$ cat config.mk
export PLATFORM = sky130hd
export DESIGN_NAME = fifo_rd_stream_adapter_flat
export DESIGN_NICKNAME = d
export VERILOG_FILES = /design/src/rtl/fifo_rd_stream_adapter_if.sv /design/src/rtl/fifo_rd_stream_adapter.sv /design/src/flat_wrapper.sv
export SDC_FILE = /design/constraint.sdc
export NUM_CORES = 1
export LEC_CHECK = 0
export ABC_AREA = 1
export BUFFER_PORTS_ARGS = -buffer_cell sky130_fd_sc_hd__buf_2
export CAP_MARGIN = 20
export CORE_MARGIN = 1.5
export CORE_UTILIZATION = 30
export CTS_CLUSTER_DIAMETER = 100
export CTS_CLUSTER_SIZE = 20
export DETAILED_ROUTE_END_ITERATION = 7
export GPL_ROUTABILITY_DRIVEN = 0
export PLACE_DENSITY = 0.55
export SYNTH_ARGS = -nofsm -noshare
export SYNTH_HDL_FRONTEND = slang
export SYNTH_SLANG_ARGS = --single-unit
$ cat constraint.sdc
create_clock -name clk -period 2 [get_ports clk]
set_input_delay 0.2 -clock clk [delete_from_list [all_inputs] [get_ports clk]]
set_output_delay 0.2 -clock clk [all_outputs]
set_load 0.005 [all_outputs]
$ cat src/rtl/fifo_rd_stream_adapter_if.sv
// Read-stream bundle between the FIFO read port, the adapter and the host.
// The master modport is the adapter side; slave is the FIFO/host environment.
interface fifo_rd_stream_adapter_if #(
    parameter int DATA_W     = 16,
    parameter int SKID_DEPTH = 2
);
    localparam int OCC_W = $clog2(SKID_DEPTH) + 1;

    logic              mem_ren;
    logic [DATA_W-1:0] mem_data;
    logic              mem_valid;
    logic [DATA_W-1:0] out_data;
    logic              out_valid;
    logic              out_ready;
    logic [OCC_W-1:0]  occupancy;
    logic              resp_err;

    modport master (
        output mem_ren, out_data, out_valid, occupancy, resp_err,
        input  mem_data, mem_valid, out_ready
    );

    modport slave (
        input  mem_ren, out_data, out_valid, occupancy, resp_err,
        output mem_data, mem_valid, out_ready
    );
endinterface

$ cat src/rtl/fifo_rd_stream_adapter.sv
// Turns the FIFO's 1-cycle-latency read port into a zero-bubble valid/ready
// stream using a small skid buffer, and flags stray or overflowing responses.
module fifo_rd_stream_adapter #(
    parameter int DATA_W     = 16,
    parameter int SKID_DEPTH = 2
) (
    input  logic                      clk,
    input  logic                      rst,
    input  logic                      clk_en,
    fifo_rd_stream_adapter_if.master  bus
);
    localparam int PTR_W = $clog2(SKID_DEPTH);
    localparam int OCC_W = PTR_W + 1;
    localparam logic [OCC_W-1:0] FULL_C  = OCC_W'(SKID_DEPTH);
    localparam logic [OCC_W-1:0] OCC_ONE = OCC_W'(1);
    localparam logic [PTR_W-1:0] PTR_ONE = PTR_W'(1);

    logic [OCC_W-1:0]  count_q, count_d;
    logic              inflight_q, inflight_d;
    logic [PTR_W-1:0]  rd_ptr_q, rd_ptr_d;
    logic [PTR_W-1:0]  wr_ptr_q, wr_ptr_d;
    logic              resp_err_q, resp_err_d;
    logic [DATA_W-1:0] entry_q [SKID_DEPTH];
    logic [DATA_W-1:0] entry_d [SKID_DEPTH];

    logic              out_valid_s;
    logic              pop_s;
    logic              push_s;
    logic              stray_s;
    logic              overflow_s;
    logic              write_s;
    logic              mem_ren_s;
    logic [OCC_W:0]    credit_s;

    // Handshake qualifiers and request credit for the current cycle
    always_comb begin
        out_valid_s = clk_en && (count_q != {OCC_W{1'b0}});
        pop_s       = out_valid_s && bus.out_ready;
        push_s      = clk_en && inflight_q && bus.mem_valid;
        stray_s     = clk_en && !inflight_q && bus.mem_valid;
        overflow_s  = push_s && (count_q == FULL_C) && !pop_s;
        write_s     = push_s && !overflow_s;
        // Counting the in-flight word and the word leaving now lets a full
        // buffer still request when the host drains it in the same cycle.
        credit_s    = {1'b0, count_q} + {{OCC_W{1'b0}}, inflight_q}
                    - {{OCC_W{1'b0}}, pop_s};
        mem_ren_s   = clk_en && !rst && (credit_s < {1'b0, FULL_C});
    end

    // Next-state for counters, pointers, error flag and skid entries
    always_comb begin
        count_d    = count_q;
        inflight_d = inflight_q;
        rd_ptr_d   = rd_ptr_q;
        wr_ptr_d   = wr_ptr_q;
        resp_err_d = resp_err_q;
        for (int i = 0; i < SKID_DEPTH; i++) begin
            entry_d[i] = entry_q[i];
        end
        if (clk_en) begin
            inflight_d = mem_ren_s;
            resp_err_d = resp_err_q | stray_s | overflow_s;
            if (write_s && !pop_s) begin
                count_d = count_q + OCC_ONE;
            end else if (!write_s && pop_s) begin
                count_d = count_q - OCC_ONE;
            end else begin
                count_d = count_q;
            end
            if (write_s) begin
                wr_ptr_d = wr_ptr_q + PTR_ONE;
                for (int i = 0; i < SKID_DEPTH; i++) begin
                    if (wr_ptr_q == PTR_W'(i)) begin
                        entry_d[i] = bus.mem_data;
                    end else begin
                        entry_d[i] = entry_q[i];
                    end
                end
            end else begin
                wr_ptr_d = wr_ptr_q;
            end
            if (pop_s) begin
                rd_ptr_d = rd_ptr_q + PTR_ONE;
            end else begin
                rd_ptr_d = rd_ptr_q;
            end
        end else begin
            count_d = count_q;
        end
    end

    // Control state registers with synchronous reset
    always_ff @(posedge clk) begin
        if (rst) begin
            count_q    <= {OCC_W{1'b0}};
            inflight_q <= 1'b0;
            rd_ptr_q   <= {PTR_W{1'b0}};
            wr_ptr_q   <= {PTR_W{1'b0}};
            resp_err_q <= 1'b0;
        end else begin
            count_q    <= count_d;
            inflight_q <= inflight_d;
            rd_ptr_q   <= rd_ptr_d;
            wr_ptr_q   <= wr_ptr_d;
            resp_err_q <= resp_err_d;
        end
    end

    // Skid data storage; contents are meaningless while count is zero
    always_ff @(posedge clk) begin
        for (int i = 0; i < SKID_DEPTH; i++) begin
            entry_q[i] <= entry_d[i];
        end
    end

    assign bus.mem_ren   = mem_ren_s;
    assign bus.out_valid = out_valid_s;
    assign bus.out_data  = entry_q[rd_ptr_q];
    assign bus.occupancy = count_q;
    assign bus.resp_err  = resp_err_q;
endmodule

$ cat src/flat_wrapper.sv
// flat-port wrapper written by rule: the top's interface ports become plain ports
module fifo_rd_stream_adapter_flat 
#(
    parameter int DATA_W     = 16,
    parameter int SKID_DEPTH = 2
)
  (clk, rst, clk_en, bus_mem_ren, bus_out_data, bus_out_valid, bus_occupancy, bus_resp_err, bus_mem_data, bus_mem_valid, bus_out_ready);
  fifo_rd_stream_adapter_if #(.DATA_W(DATA_W), .SKID_DEPTH(SKID_DEPTH)) bus_i ();
  input  logic clk;
  input  logic rst;
  input  logic clk_en;
  output wire logic [$bits(bus_i.mem_ren)-1:0] bus_mem_ren;
  output wire logic [$bits(bus_i.out_data)-1:0] bus_out_data;
  output wire logic [$bits(bus_i.out_valid)-1:0] bus_out_valid;
  output wire logic [$bits(bus_i.occupancy)-1:0] bus_occupancy;
  output wire logic [$bits(bus_i.resp_err)-1:0] bus_resp_err;
  input wire logic [$bits(bus_i.mem_data)-1:0] bus_mem_data;
  input wire logic [$bits(bus_i.mem_valid)-1:0] bus_mem_valid;
  input wire logic [$bits(bus_i.out_ready)-1:0] bus_out_ready;
  assign bus_mem_ren = bus_i.mem_ren;
  assign bus_out_data = bus_i.out_data;
  assign bus_out_valid = bus_i.out_valid;
  assign bus_occupancy = bus_i.occupancy;
  assign bus_resp_err = bus_i.resp_err;
  assign bus_i.mem_data = bus_mem_data;
  assign bus_i.mem_valid = bus_mem_valid;
  assign bus_i.out_ready = bus_out_ready;
  fifo_rd_stream_adapter #(.DATA_W(DATA_W), .SKID_DEPTH(SKID_DEPTH)) u_core (.clk(clk), .rst(rst), .clk_en(clk_en), .bus(bus_i));
endmodule
==> impl_metrics.sql <==
INSERT INTO impl_metrics (metric_group, metric, value, unit) VALUES
('status', 'status', 'finished with violations', ''),
('status', 'violations_in_the_final_reports', 'setup timing', ''),
('final_layout', 'fillerInstances', '459', ''),
('die', 'initial_standard_cell_utilization_of_the_core', '31.9', '%'),
('synth', 'multiplexer_share_of_the_synthesized_area', '11.6', '%'),
('routing', 'route.vias.total', '998', ''),
('clocking', 'cts.sinks', '39', ''),
('sta', 'max_slew.worst_pin.slew', '0.265', 'ns'),
('sta', 'finalHoldViolations', '0', ''),
('die', 'top_level_ports', '42', ''),
('place', 'detailedPlace.worstSlack', '-0.0735', 'ns'),
('synth', 'yosys.area_share.xor_xnor', '1.13', '%'),
('min_path', 'min-delay-start', 'bus_mem_data[11]', ''),
('worst_setup_path', 'worst-endpoint-arrival', '2.16', 'ns'),
('synth', 'syn_area', '1550', 'um2'),
('min_path', 'terminating_pin_of_the_worst_hold_path', 'u_core.entry_q[0][11]', ''),
('place', 'place_inst', '219', ''),
('sta', 'period_share', '118', '%'),
('synth', 'dominant_combinational_cell_family_by_area_after_synthesis', 'multiplexers', ''),
('grt', 'grt.overflow.total', '0', ''),
('sta', 'finalSetupViolCount', '2', ''),
('sta', 'max_freq', '0.424', 'GHz'),
('worst_setup_path', 'worst_setup_path_end_kind', 'output pin', ''),
('routing', 'postRouteAntennaNets', '0', ''),
('final_layout', 'finish.instance_area', '2070', 'um2'),
('grt', 'pin_count_of_the_biggest_net_entering_global_routing', '13', ''),
('final_layout', 'antenna_cells', '0', ''),
('die', 'die_height', '74.8', 'um'),
('routing', 'first_pass_iters', '4', ''),
('synth', 'synth.ff_latch_count', '39', ''),
('worst_setup_path', 'r2r_cells', '12', ''),
('synth', 'share_of_the_synthesized_area_in_compound_gates_ao_oa_aoi_oai', '2.99', '%'),
('run', 'maxCapViolCount', '0', ''),
('worst_setup_path', 'start_kind', 'register', ''),
('synth', 'yosys_synthesis_warning_count', '0', ''),
('routing', 'detail_route.vias_per_cell', '4.30', ''),
('die', 'die_width', '74.8', 'um'),
('clocking', 'ctsHtreeMaxLevel', '2', ''),
('final_layout', 'final_layout_size_suffix_gt1_share', '57.0', '%'),
('final_layout', 'layout-area-overhead-vs-synth', '33.5', '%'),
('routing', 'drtIter0Drc', '28', ''),
('synth', 'synth_cells', '103', ''),
('worst_setup_path', 'r2r_end', 'u_core.inflight_q', ''),
('synth', 'synth-adder-area-share', '2.91', '%'),
('sta', 'fin_tns_setup', '-0.416', 'ns'),
('synth', 'seq_area_frac_synth', '71.1', '%'),
('sta', 'min_period', '2.36', 'ns'),
('sta', 'slew-limit-headroom', '82.3', '%'),
('min_path', 'timing.hold.worst_path_depth', '1', ''),
('grt', 'gr-usage-all-layers', '11.1', '%'),
('power', 'ir_drop', '0.284', 'mV'),
('final_layout', 'fin_nets', '188', ''),
('sta', 'maxSlewViolCount', '0', ''),
('die', 'std_cell_rows', '25', ''),
('clocking', 'cts-root-buf', 'sky130_fd_sc_hd__clkbuf_8', ''),
('sta', 'worst_slack', '-0.360', 'ns'),
('sta', 'unrepaired_setup_endpoints_after_global_routing', 'yes', ''),
('clocking', 'cts-root-to-sink-buffers', '2', ''),
('synth', 'synth_simple_gate_area_share', '6.71', '%'),
('clocking', 'clock_tree_from_tritoncts', 'built', ''),
('min_path', 'timing.hold.worst.class', 'in2reg', ''),
('clocking', 'worst_setup_hold_path_clk_slew', '0.07', 'ns'),
('place', 'io_buffers', '41', ''),
('clocking', 'clk-insertion-delay-late', '0.28', 'ns'),
('synth', 'yosysUniqueCellTypes', '19', ''),
('power', 'leakagePower', '0.000819', 'uW'),
('grt', 'first_global_vias', '1001', ''),
('final_layout', 'finish.cell_count_without_fillers', '232', ''),
('die', 'core_area', '4850', 'um2'),
('routing', 'routed_len_inst', '12.8', 'um'),
('die', 'die_area', '5600', 'um2');
[metal layers]
metal / vias up / routed length [um] / share of wire, % / GRT usage [%]
met1: 471 / 1120 / 38 / 11.6
met3: 6 / 228 / 7.7 / 4.55
met4: 0 / 44 / 1.5 / 4.24
li1: 487 / - / - / -
met2: 34 / 1590 / 53 / 19.9
met5: - / 0 / 0 / 0
[cells in the final DEF, fill, tap and decap left out]
cell type,count
sky130_fd_sc_hd__edfxtp_1,32
sky130_fd_sc_hd__clkinvlp_4,1
sky130_fd_sc_hd__nand2_1,6
sky130_fd_sc_hd__buf_2,41
sky130_fd_sc_hd__dfxtp_1,5
sky130_fd_sc_hd__mux2_2,16
sky130_fd_sc_hd__nand2_2,2
sky130_fd_sc_hd__nor2_1,7
sky130_fd_sc_hd__dfxtp_2,1
sky130_fd_sc_hd__a21oi_2,1
sky130_fd_sc_hd__inv_4,2
sky130_fd_sc_hd__a31oi_1,1
sky130_fd_sc_hd__fa_2,1
sky130_fd_sc_hd__inv_1,7
sky130_fd_sc_hd__clkbuf_8,5
sky130_fd_sc_hd__o21ai_1,1
sky130_fd_sc_hd__dfxtp_4,1
sky130_fd_sc_hd__xor2_2,1
sky130_fd_sc_hd__inv_2,1
sky130_fd_sc_hd__or2_4,1
sky130_fd_sc_hd__a21oi_1,5
sky130_fd_sc_hd__o21ai_0,1
sky130_fd_sc_hd__buf_4,15
sky130_fd_sc_hd__nor2_2,1
sky130_fd_sc_hd__ha_4,1
sky130_fd_sc_hd__clkinv_1,2
sky130_fd_sc_hd__ha_1,1
sky130_fd_sc_hd__xor2_1,1
sky130_fd_sc_hd__nand3_1,2
sky130_fd_sc_hd__nand3_2,3
[stage by stage]
stage | power [uW] | hold WS, ns
detailed placement | 993 | 0.393
finish | 1470 | 0.103
floorplan | 943 | 0.262
CTS | 1490 | 0.0910
global placement | 989 | 0.389
global route | 1540 | 0.0847
[worst max-delay path, cell delays in order, from the launching register on]
cell and delay (ns):
sky130_fd_sc_hd__dfxtp_2 0.35, sky130_fd_sc_hd__inv_4 0.05, sky130_fd_sc_hd__nand2_2 0.06, sky130_fd_sc_hd__nand3_2 0.09, sky130_fd_sc_hd__inv_2 0.07, sky130_fd_sc_hd__ha_4 0.19, sky130_fd_sc_hd__or2_4 0.23, sky130_fd_sc_hd__fa_2 0.57
sky130_fd_sc_hd__nand3_2 0.06, sky130_fd_sc_hd__nor2_2 0.09, sky130_fd_sc_hd__buf_2 0.12
[how the worst max path moves through the flow]
stage / from / end / slack [ns] / cells after the start
final: u_core.bus.occupancy[0] / bus_mem_ren / -0.36 / 10
after global routing: u_core.bus.occupancy[0] / bus_mem_ren / -0.44 / 10
after CTS: u_core.bus.occupancy[0] / bus_mem_ren / -0.39 / 10
after detailed placement: u_core.bus.occupancy[0] / bus_mem_ren / -0.07 / 10
after global placement: u_core.bus.occupancy[0] / bus_mem_ren / -0.02 / 10
after floorplan: u_core.bus.occupancy[1] / bus_mem_ren / 0.02 / 9
[Yosys cell counts, drive strengths merged]
master / count
or2: 1
a31oi: 1
nand2: 8
mux2: 16
buf: 2
o21ai: 2
xor2: 2
nand3: 5
dfxtp: 7
fa: 1
ha: 2
nor2: 8
a21oi: 6
edfxtp: 32
inv: 10
[state kept, by name (all words and copies together) (netlist names), named ones only]
register,cells
u_core.wr_ptr_q,1
u_core.bus.resp_err,1
u_core.bus.occupancy,2
u_core.entry_q,32
u_core.inflight_q,1
u_core.rd_ptr_q,1
[report_power, final]
group          switching, uW  internal (uW)  leakage [uW]  total, uW
sequential              5.04            887      0.000346        892
clock                    250            236     0.0000392        486
combinational           43.9           48.2      0.000434       92.1
total                    299           1170      0.000819       1470
[logic make-up (layout without fill, tap and decap cells)]
family,count (synthesis),count (layout)
adders and majority gates,3,3
muxes,16,16
buffers and inverters,12,74
xor gates and xnor gates,2,2
AOI/OAI and AO/OA,9,9
and+or+nand+nor,22,22
DFF,39,39
[final cells by class]
cell class / count / area, um2 / share of cell area, %
Clock buffer: 5 / 68.8 / 3.33
Clock inverter: 3 / 15.0 / 0.727
Inverter: 10 / 42.5 / 2.06
Multi-Input combinational cell: 52 / 432 / 20.9
Sequential cell: 39 / 1110 / 53.5
Tap cell: 67 / 83.8 / 4.06
Timing Repair Buffer: 56 / 318 / 15.4
[repair_timing]
action / in CTS / in global routing
pin swaps: 2 / 6
resized for setup: 1 / 9
endpoints found under the hold margin: 0 / 0
endpoints found under the setup margin: 1 / 2
buffers inserted: 3 / 4
hold buffers: 0 / 0
Power figures use the tool's default switching activity.
